--- src/rtl/regfile_write_arbiter.sv ---
// regfile_write_arbiter: round-robin share of the register-file write port,
// plus a soft-clear sweep that zeroes every register one per cycle.
module regfile_write_arbiter #(
   parameter int NREQ   = 3,
   parameter int DATA_W = 16,
   parameter int ADDR_W = 2
) (
   input  logic                     clk,
   input  logic                     reset,
   input  logic [NREQ-1:0]          req_valid,
   output logic [NREQ-1:0]          req_ready,
   input  logic [NREQ*ADDR_W-1:0]   req_addr,
   input  logic [NREQ*DATA_W-1:0]   req_data,
   input  logic                     clear_req,
   output logic                     clear_busy,
   output logic                     rf_we,
   output logic [ADDR_W-1:0]        rf_waddr,
   output logic [DATA_W-1:0]        rf_wdata
);
   localparam int PW = $clog2(NREQ);
   localparam int SW = PW + 1;
   typedef enum logic {ARB, CLEAR} state_t;
   state_t              state_q, state_d;
   logic [PW-1:0]       ptr_q, ptr_d, gidx, idx;
   logic [SW-1:0]       sum;
   logic [ADDR_W-1:0]   count_q, count_d, rf_waddr_q, rf_waddr_d;
   logic [DATA_W-1:0]   rf_wdata_q, rf_wdata_d;
   logic                rf_we_q, rf_we_d, clear_busy_q, clear_busy_d, found, go;
   // Scan ptr, ptr+1, ... mod NREQ for the first valid requester.
   always_comb begin
      found = 1'b0;
      gidx = '0;
      idx = '0;
      sum = '0;
      for (int k = 0; k < NREQ; k++) begin
         sum = {1'b0, ptr_q} + SW'(k);
         sum = (sum >= SW'(NREQ)) ? sum - SW'(NREQ) : sum;
         idx = sum[PW-1:0];
         if (!found && req_valid[idx]) begin
            found = 1'b1;
            gidx = idx;
         end
      end
   end
   assign go = (state_q == ARB) && !clear_req && found;
   assign req_ready = (go && !reset) ? (NREQ'(1) << gidx) : '0;
   always_comb begin
      state_d = state_q;
      count_d = count_q;
      ptr_d = ptr_q;
      rf_we_d = go;
      rf_waddr_d = rf_waddr_q;
      rf_wdata_d = rf_wdata_q;
      if (state_q == CLEAR) begin
         rf_we_d = 1'b1;
         rf_waddr_d = count_q;
         rf_wdata_d = '0;
         count_d = count_q + 1'b1;
         state_d = (&count_q) ? ARB : CLEAR;
      end else if (clear_req) begin
         state_d = CLEAR;
         count_d = '0;
      end else if (go) begin
         rf_waddr_d = req_addr[gidx*ADDR_W +: ADDR_W];
         rf_wdata_d = req_data[gidx*DATA_W +: DATA_W];
         ptr_d = (gidx == PW'(NREQ-1)) ? '0 : gidx + 1'b1;
      end
      clear_busy_d = (state_d == CLEAR);
   end
   always_ff @(posedge clk or posedge reset) begin
      if (reset) begin
         state_q <= ARB;
         count_q <= '0;
         ptr_q <= '0;
         rf_we_q <= 1'b0;
         rf_waddr_q <= '0;
         rf_wdata_q <= '0;
         clear_busy_q <= 1'b0;
      end else begin
         state_q <= state_d;
         count_q <= count_d;
         ptr_q <= ptr_d;
         rf_we_q <= rf_we_d;
         rf_waddr_q <= rf_waddr_d;
         rf_wdata_q <= rf_wdata_d;
         clear_busy_q <= clear_busy_d;
      end
   end
   assign rf_we = rf_we_q;
   assign rf_waddr = rf_waddr_q;
   assign rf_wdata = rf_wdata_q;
   assign clear_busy = clear_busy_q;
endmodule

--- config.mk ---
export PLATFORM = sky130hd
export DESIGN_NAME = regfile_write_arbiter
export DESIGN_NICKNAME = d
export VERILOG_FILES = /design/src/rtl/regfile_write_arbiter.sv
export SDC_FILE = /design/constraint.sdc
export NUM_CORES = 1
export LEC_CHECK = 0
export CORE_UTILIZATION = 38
export CTS_BUF_LIST = sky130_fd_sc_hd__clkbuf_8
export DETAILED_ROUTE_END_ITERATION = 10
export PLACE_DENSITY = 0.79
export SLEW_MARGIN = 20
export SYNTH_ARGS = -nofsm -noshare
export SYNTH_HDL_FRONTEND = slang
export SYNTH_SLANG_ARGS = --single-unit
--- constraint.sdc ---
create_clock -name clk -period 2.85 [get_ports clk]
set_input_delay 0.57 -clock clk [delete_from_list [all_inputs] [get_ports clk]]
set_output_delay 0.57 -clock clk [all_outputs]
set_load 0.02 [all_outputs]
==> results of run 1 <==
## final timing paths
check / start / to / slack [ns] / depth (start not counted)
max in group asynchronous: reset / ptr_q[0] / 1.70 / 4
worst max-delay path: ptr_q[1] / req_ready[0] / -0.05 / 11
worst min register to register: rf_wdata[2] / rf_wdata[2] / 0.54 / 2
min in group asynchronous: reset / rf_wdata[0] / 0.88 / 4
worst max register to register: ptr_q[1] / rf_waddr[1] / 0.25 / 10
worst min-delay path: rf_wdata[2] / rf_wdata[2] / 0.54 / 2
## registers in the layout, summed over array words and instances, names as in the netlist
register	count
rf_we	1
ptr_q	2
rf_wdata	16
clear_busy	1
rf_waddr	2
count_q	2
## cells in the mapped netlist
| library cell | count | area [um2] |
|---|---|---|
| nor4b_2 | 1 | 15.0 |
| o21ai_1 | 11 | 55.1 |
| dfrtp_1 | 24 | 601 |
| inv_1 | 5 | 18.8 |
| o32ai_1 | 1 | 8.76 |
| o21ai_2 | 7 | 61.3 |
| a22oi_1 | 18 | 135 |
| o22ai_1 | 2 | 12.5 |
| o31ai_4 | 1 | 21.3 |
| a22o_1 | 1 | 8.76 |
| nand3b_1 | 3 | 22.5 |
| mux2_2 | 1 | 11.3 |
| clkbuf_1 | 3 | 11.3 |
| nor4_1 | 1 | 6.26 |
| nand2_1 | 4 | 15.0 |
| o211ai_1 | 1 | 7.51 |
| o221ai_1 | 1 | 8.76 |
| buf_4 | 2 | 15.0 |
| buf_6 | 2 | 22.5 |
| o211ai_2 | 1 | 12.5 |
| a21oi_1 | 1 | 5.00 |
| inv_2 | 2 | 7.51 |
| buf_2 | 6 | 30.0 |
| or2_2 | 1 | 6.26 |
| o41ai_1 | 1 | 8.76 |
| nor2b_1 | 3 | 18.8 |
| nor2_1 | 7 | 26.3 |
| nor3_1 | 2 | 10.0 |
| mux2_4 | 2 | 30.0 |
| nand2b_2 | 1 | 8.76 |
| nand3_1 | 2 | 10.0 |
| ha_1 | 5 | 62.6 |
| nor4b_1 | 2 | 17.5 |
| a32oi_1 | 1 | 8.76 |
| mux2i_1 | 23 | 230 |
| nor3b_1 | 16 | 120 |
## layer usage
layer,vias to the layer above,part of all wire
met5,-,0
met4,0,0.013
met3,9,0.051
met2,76,0.50
met1,857,0.43
li1,837,-
## worst register-to-register path, delay by kind of cell, from the launching register on
family	cells	cell delay, ns
adder cells (fa/ha/maj)	1	0.31
buffers and inverters	3	0.71
AND/OR/NAND/NOR	3	0.51
flip-flops	1	0.40
AO/OA/AOI/OAI	2	0.25
multiplexers	1	0.32
## cell type report
class / count / share of cell area
Clock buffer: 4 / 0.0182
Multi-Input combinational cell: 121 / 0.385
Inverter: 7 / 0.00952
Tap cell: 50 / 0.0207
Sequential cell: 24 / 0.199
Timing Repair Buffer: 119 / 0.367
## cell families after synthesis
kind of cell / after synthesis / synth area share
muxes: 26 / 0.163
AOI/OAI and AO/OA: 47 / 0.212
DFF: 24 / 0.360
adders and majority gates: 5 / 0.0375
and+or+nand+nor: 43 / 0.166
buffers and inverters: 20 / 0.0629
## layout by cell type, fill, tap and decap left out, types with 4 or more instances in the layout
cell type	count
dfrtp_1	23
nor3b_1	16
a22oi_1	18
clkdlybuf4s50_1	76
mux2i_1	20
buf_4	36
o21ai_1	9
clkbuf_8	4
o21ai_2	8
nor2_1	4
## power by group through the flow
stage               clock [uW]  combinational (uW)  sequential [uW]
floorplan                    0                 931              670
global placement             0                1760              543
detailed placement           0                1780              550
CTS                        242                1950              550
global route               259                2280              569
finish                     241                2150              555
## timing repair
item,4_1_cts,5_1_grt
resized for setup,41,14
hold buffers,0,0
pin swaps,9,4
setup buffers,4,3
setup endpoints to repair,3,3
## metrics by stage
stage                     total power (uW)  std cells
after CTS                             2740        322
after global routing                  3110        325
after global placement                2300        315
final                                 2950        325
after floorplan                       1600        165
after detailed placement              2330        315
==> impl_metrics.tcl, run 1 <==
set metrics [dict create \
    status "complete, but fails checks" \
    violations "negative setup slack" \
    area_delta_synth_final_pct 81.0 \
    gp_congestion 0.963 \
    hold_viol 0 \
    worst-path-buf-inv 4 \
    worst-slew-pin-transition_ns 0.352 \
    cp.required_ns 2.28 \
    worstPathMaxFanout 4 \
    pwr-share-seq 0.188 \
    io_buffers 82 \
    overflow 0 \
    fin_nets 341 \
    fin_crit_sh 1.02 \
    numCtsBuffers 3 \
    die_area_um2 4660 \
    timing.hold.ws_ns 0.536 \
    critical-path-max-stage-delay_ns 0.40 \
    drv_cap 0 \
    routedWlPerCell_um 17.9 \
    timing.fmax_mhz 345 \
    clk_path_buf_depth 2 \
    sw_frac_of_total 0.444 \
    gr-usage-met3 0.0450 \
    use_met2 0.439 \
    p_comb_frac 0.730 \
    num_vias 1779 \
    grt_use_total 0.253 \
    cts-root-buf "clkbuf_8" \
    regArea_um2 602 \
    critical_path.endpoint_type "primary output" \
    die_h_um 68.3 \
    cts.sinks 24 \
    multi_input_area_um2 1160 \
    power_density_nw_per_um2 976 \
    setup_viol 2 \
    dieWidth_um 68.3 \
    io_pins 83 \
    arrival_ns 2.33 \
    via_per_inst 5.47 \
    synth_fp_nets 230 \
    dp_hpwl_um 3800 \
    ant_nets 0 \
    grt_first_pass_wirelength_um 8600 \
    drt-pass1-iter-count 4 \
    peakVddDrop_uv 750 \
    start_kind "flop" \
    place_ws_ns -0.611 \
    p_int_uw 1640 \
    ys_ff_latch 24 \
    totalWireLength_um 5800 \
    ys_warn_count 0 \
    critPathTopFamily "buffers and inverters" \
    path_cells "inv_2 > ha_4 > buf_4 > mux2i_4 > o21ai_4 > o221ai_2 > nand2_2 > nand2b_4 > buf_12 > nor3_4 > buf_6" \
    maxSlewHeadroom 0.763 \
    grt_max_degree 25 \
    place_area_um2 2750 \
    syn_area_um2 1670 \
    setup_tns_ns -0.0732 \
    top_usage_layer "met2" \
    switching_power_uw 1310 \
    synth.avg_cell_area_um2 10.1 \
    design_area_um2 3020 \
    initial_core_util 0.406 \
    h-tree-depth 1 \
    grt_pass1_vias 1788 \
    antenna_cells 0 \
    path_class "reg -> out" \
    yosysUniqueCellTypes 36 \
    coreArea_um2 4120 \
    grtUsageMet1 0.317 \
    num_rows 23 \
    clockPowerShare 0.082 \
    final.min_clock_period_ns 2.90 \
    final_max_slew_viol_count 0 \
    cts_tree "built" \
    power.leakage_uw 0.00123 \
    ys_seq_area_frac 0.360 \
    rsz0062_at_grt "true" \
    setup_slack_ns -0.0452 \
    final_util 0.735 \
    clock_latency_ns 0.28 \
    antenna_found_initial 0 \
    finalClockSkew_ns 0.00721 \
    first_iter_violations 75 \
    post_synth_inst_count 165 \
    clk_pin_slew_worst_paths_ns 0.09 \
    hold_path.class "reg -> reg" \
    drive_above_1_share 0.305 \
    fillers 307 \
    critical-path-slowest-cell "dfrtp_1" \
    drc 0 \
]
Note: power is estimated with default switching activity, not from simulation.
==> run 2: changes to the inputs <==
--- a/config.mk
+++ b/config.mk
@@ -9,7 +9,6 @@
 export CTS_BUF_LIST = sky130_fd_sc_hd__clkbuf_8
 export DETAILED_ROUTE_END_ITERATION = 10
 export PLACE_DENSITY = 0.79
-export SLEW_MARGIN = 20
 export SYNTH_ARGS = -nofsm -noshare
 export SYNTH_HDL_FRONTEND = slang
 export SYNTH_SLANG_ARGS = --single-unit
==> results of run 2 <==
Same layout as run 1: the final DEF is identical, and so are final timing and power.
==> run 3: changes to the inputs <==
--- a/config.mk
+++ b/config.mk
@@ -5,10 +5,11 @@
 export SDC_FILE = /design/constraint.sdc
 export NUM_CORES = 1
 export LEC_CHECK = 0
-export CORE_UTILIZATION = 38
+export CORE_ASPECT_RATIO = 0.9
+export CORE_UTILIZATION = 42
 export CTS_BUF_LIST = sky130_fd_sc_hd__clkbuf_8
 export DETAILED_ROUTE_END_ITERATION = 10
-export PLACE_DENSITY = 0.79
+export PLACE_DENSITY = 0.83
 export SYNTH_ARGS = -nofsm -noshare
 export SYNTH_HDL_FRONTEND = slang
 export SYNTH_SLANG_ARGS = --single-unit
==> constraint.sdc (replaced) <==
create_clock -name clk -period 2.7 [get_ports clk]
set_input_delay 0.54 -clock clk [delete_from_list [all_inputs] [get_ports clk]]
set_output_delay 0.54 -clock clk [all_outputs]
set_load 0.02 [all_outputs]
==> run 3 against run 2 <==
Compared with the run above:
- the run still ends with negative setup slack left
- critical path depth is 1 lower
- sequential power increased by 5.0%
- final area down 1.4%
- utilization rose by 5.9 points
- sequential share of layout area up 0.23 points
- clock power grew 2%
- die area shrank 9.2%
- non-clock buffer count is 3 lower
- sequential cell count is the same
- first-iteration DRC count rose by 56%
- global-route usage grew 2.4 points
- hold slack got worse by 0.0044 ns
==> impl_metrics.tcl, run 3 (synthesized netlist as in run 1, its figures left out) <==
set metrics [dict create \
    path_cells "buf_6 > ha_4 > mux2_4 > mux2_4 > o31ai_4 > nor2_4 > nand2b_4 > buf_12 > nor3_4 > buf_6" \
    die_area_um2 4230 \
    drt-pass1-iter-count 4 \
    via_per_inst 5.64 \
    first_iter_violations 117 \
    r2r_slack_ns 0.07 \
    area_delta_synth_final_pct 78.6 \
    timing.hold.ws_ns 0.532 \
    fin_nets 338 \
    power.leakage_uw 0.00121 \
    rsz0062_at_grt "true" \
    hp-start "rf_wdata[3]" \
    dp_hpwl_um 3950 \
    setup_tns_ns -0.598 \
    layout_common_cells "clkdlybuf4s50_1 (76), buf_4 (29), dfrtp_1 (24)" \
    coreArea_um2 3760 \
    grt_pass1_vias 1740 \
    initial_core_util 0.445 \
    drv_cap 0 \
    worstPathMaxFanout 3 \
    io_buffers 82 \
    maxSlewHeadroom 0.594 \
    hold_path.class "reg -> reg" \
    drive_above_1_share 0.283 \
    gp_congestion 0.877 \
    fin_crit_sh 1.08 \
    final.min_clock_period_ns 2.92 \
    placed_cells 306 \
    setup_slack_ns -0.222 \
    setup_viol 3 \
    r2r-start "ptr_q[1]" \
    grt_max_degree 25 \
    arrival_ns 2.38 \
    numCtsBuffers 3 \
    finalClockSkew_ns 0.00352 \
    design_area_um2 2980 \
    routedWlPerCell_um 18.2 \
    path_class "reg -> out" \
    peakVddDrop_uv 751 \
    min_path_cells 2 \
    die_h_um 61.8 \
    worst-slew-pin-transition_ns 0.608 \
    power_density_nw_per_um2 1010 \
    cts_tree "built" \
    critical-path-slowest-cell "dfrtp_1" \
    timing.fmax_mhz 342 \
    grt_first_pass_wirelength_um 8500 \
    drc 0 \
    cp.required_ns 2.16 \
    holdPathEnd "rf_wdata[3]" \
    clk_path_buf_depth 2 \
    overflow 0 \
    reg2reg_depth 10 \
    final_util 0.794 \
    clk_pin_slew_worst_paths_ns 0.09 \
    final_max_slew_viol_count 0 \
    critical-path-max-stage-delay_ns 0.42 \
    totalWireLength_um 5780 \
    largest_reg_flops 16 \
    antenna_found_initial 0 \
    critical_path.endpoint_type "primary output" \
    finalNonFillerCells 318 \
    dieWidth_um 68.5 \
    num_rows 21 \
    io_pins 83 \
    cts-root-buf "clkbuf_8" \
    h-tree-depth 1 \
    grt_use_total 0.277 \
    cts.sinks 24 \
    place_area_um2 2720 \
    status "complete, but fails checks" \
    antenna_cells 0 \
    num_vias 1793 \
    layout_commonest_cell "clkdlybuf4s50_1" \
    violations "negative setup slack" \
    hold_viol 0 \
    clock_latency_ns 0.27 \
    start_kind "flop" \
    cts_hold_repair.buffers 0 \
    r2r_end "rf_waddr[0]" \
    ant_nets 0 \
]
==> run 3: cell count changes in the layout (fill, tap and decap cells not counted), sizes merged <==
cell / change
buf: -3
==> run 3: area by class of cell <==
type / count / area (um2)
Multi-Input combinational cell: 121 / 1140
Timing Repair Buffer: 116 / 1110
Tap cell: 46 / 57.6
Fill cell: 262 / 774
Clock buffer: 4 / 55.1
Inverter: 7 / 26.3
Sequential cell: 24 / 601
==> run 3: worst max-delay path: cells and delay by family, from the launching register on <==
family                   cells  cell delay, ns
buffers and inverters        3            0.38
adder cells (fa/ha/maj)      1            0.17
flip-flops                   1            0.42
multiplexers                 2            0.63
AO/OA/AOI/OAI                1            0.28
AND/OR/NAND/NOR              3            0.22
==> run 3: report_power, final <==
group	switching, uW	internal, uW
registers	90.2	493
logic	1130	1060
clock network	116	130
total	1330	1690
==> run 3: routing by layer <==
layer | global-route usage | up-vias | share of wire
met1 | 0.349 | 860 | 0.40
met4 | 0.0952 | 0 | 0.022
met2 | 0.482 | 84 | 0.52
met3 | 0.0456 | 12 | 0.065
met5 | 0 | - | 0
li1 | - | 837 | -
==> run 3: repair_timing <==
| action | CTS | global route |
|---|---|---|
| endpoints found under the setup margin | 21 | 21 |
| pin swaps | 7 | 5 |
| buffers inserted | 6 | 3 |
| gates resized for setup | 37 | 14 |
==> run 3: worst max path at each step <==
| stage | from | endpoint |
|---|---|---|
| after floorplan | ptr_q[1] | req_ready[0] |
| after global placement | req_valid[1] | req_ready[0] |
| after detailed placement | req_valid[1] | req_ready[0] |
| after CTS | ptr_q[0] | req_ready[0] |
| after global routing | ptr_q[1] | req_ready[0] |
| final | ptr_q[0] | req_ready[0] |
==> run 3: through the flow <==
stage	total power (uW)	worst slack (ns)
finish	3020	-0.222
floorplan	1720	-0.000128
global placement	2360	-0.738
global route	3180	-0.291
detailed placement	2420	-0.791
CTS	2840	-0.151
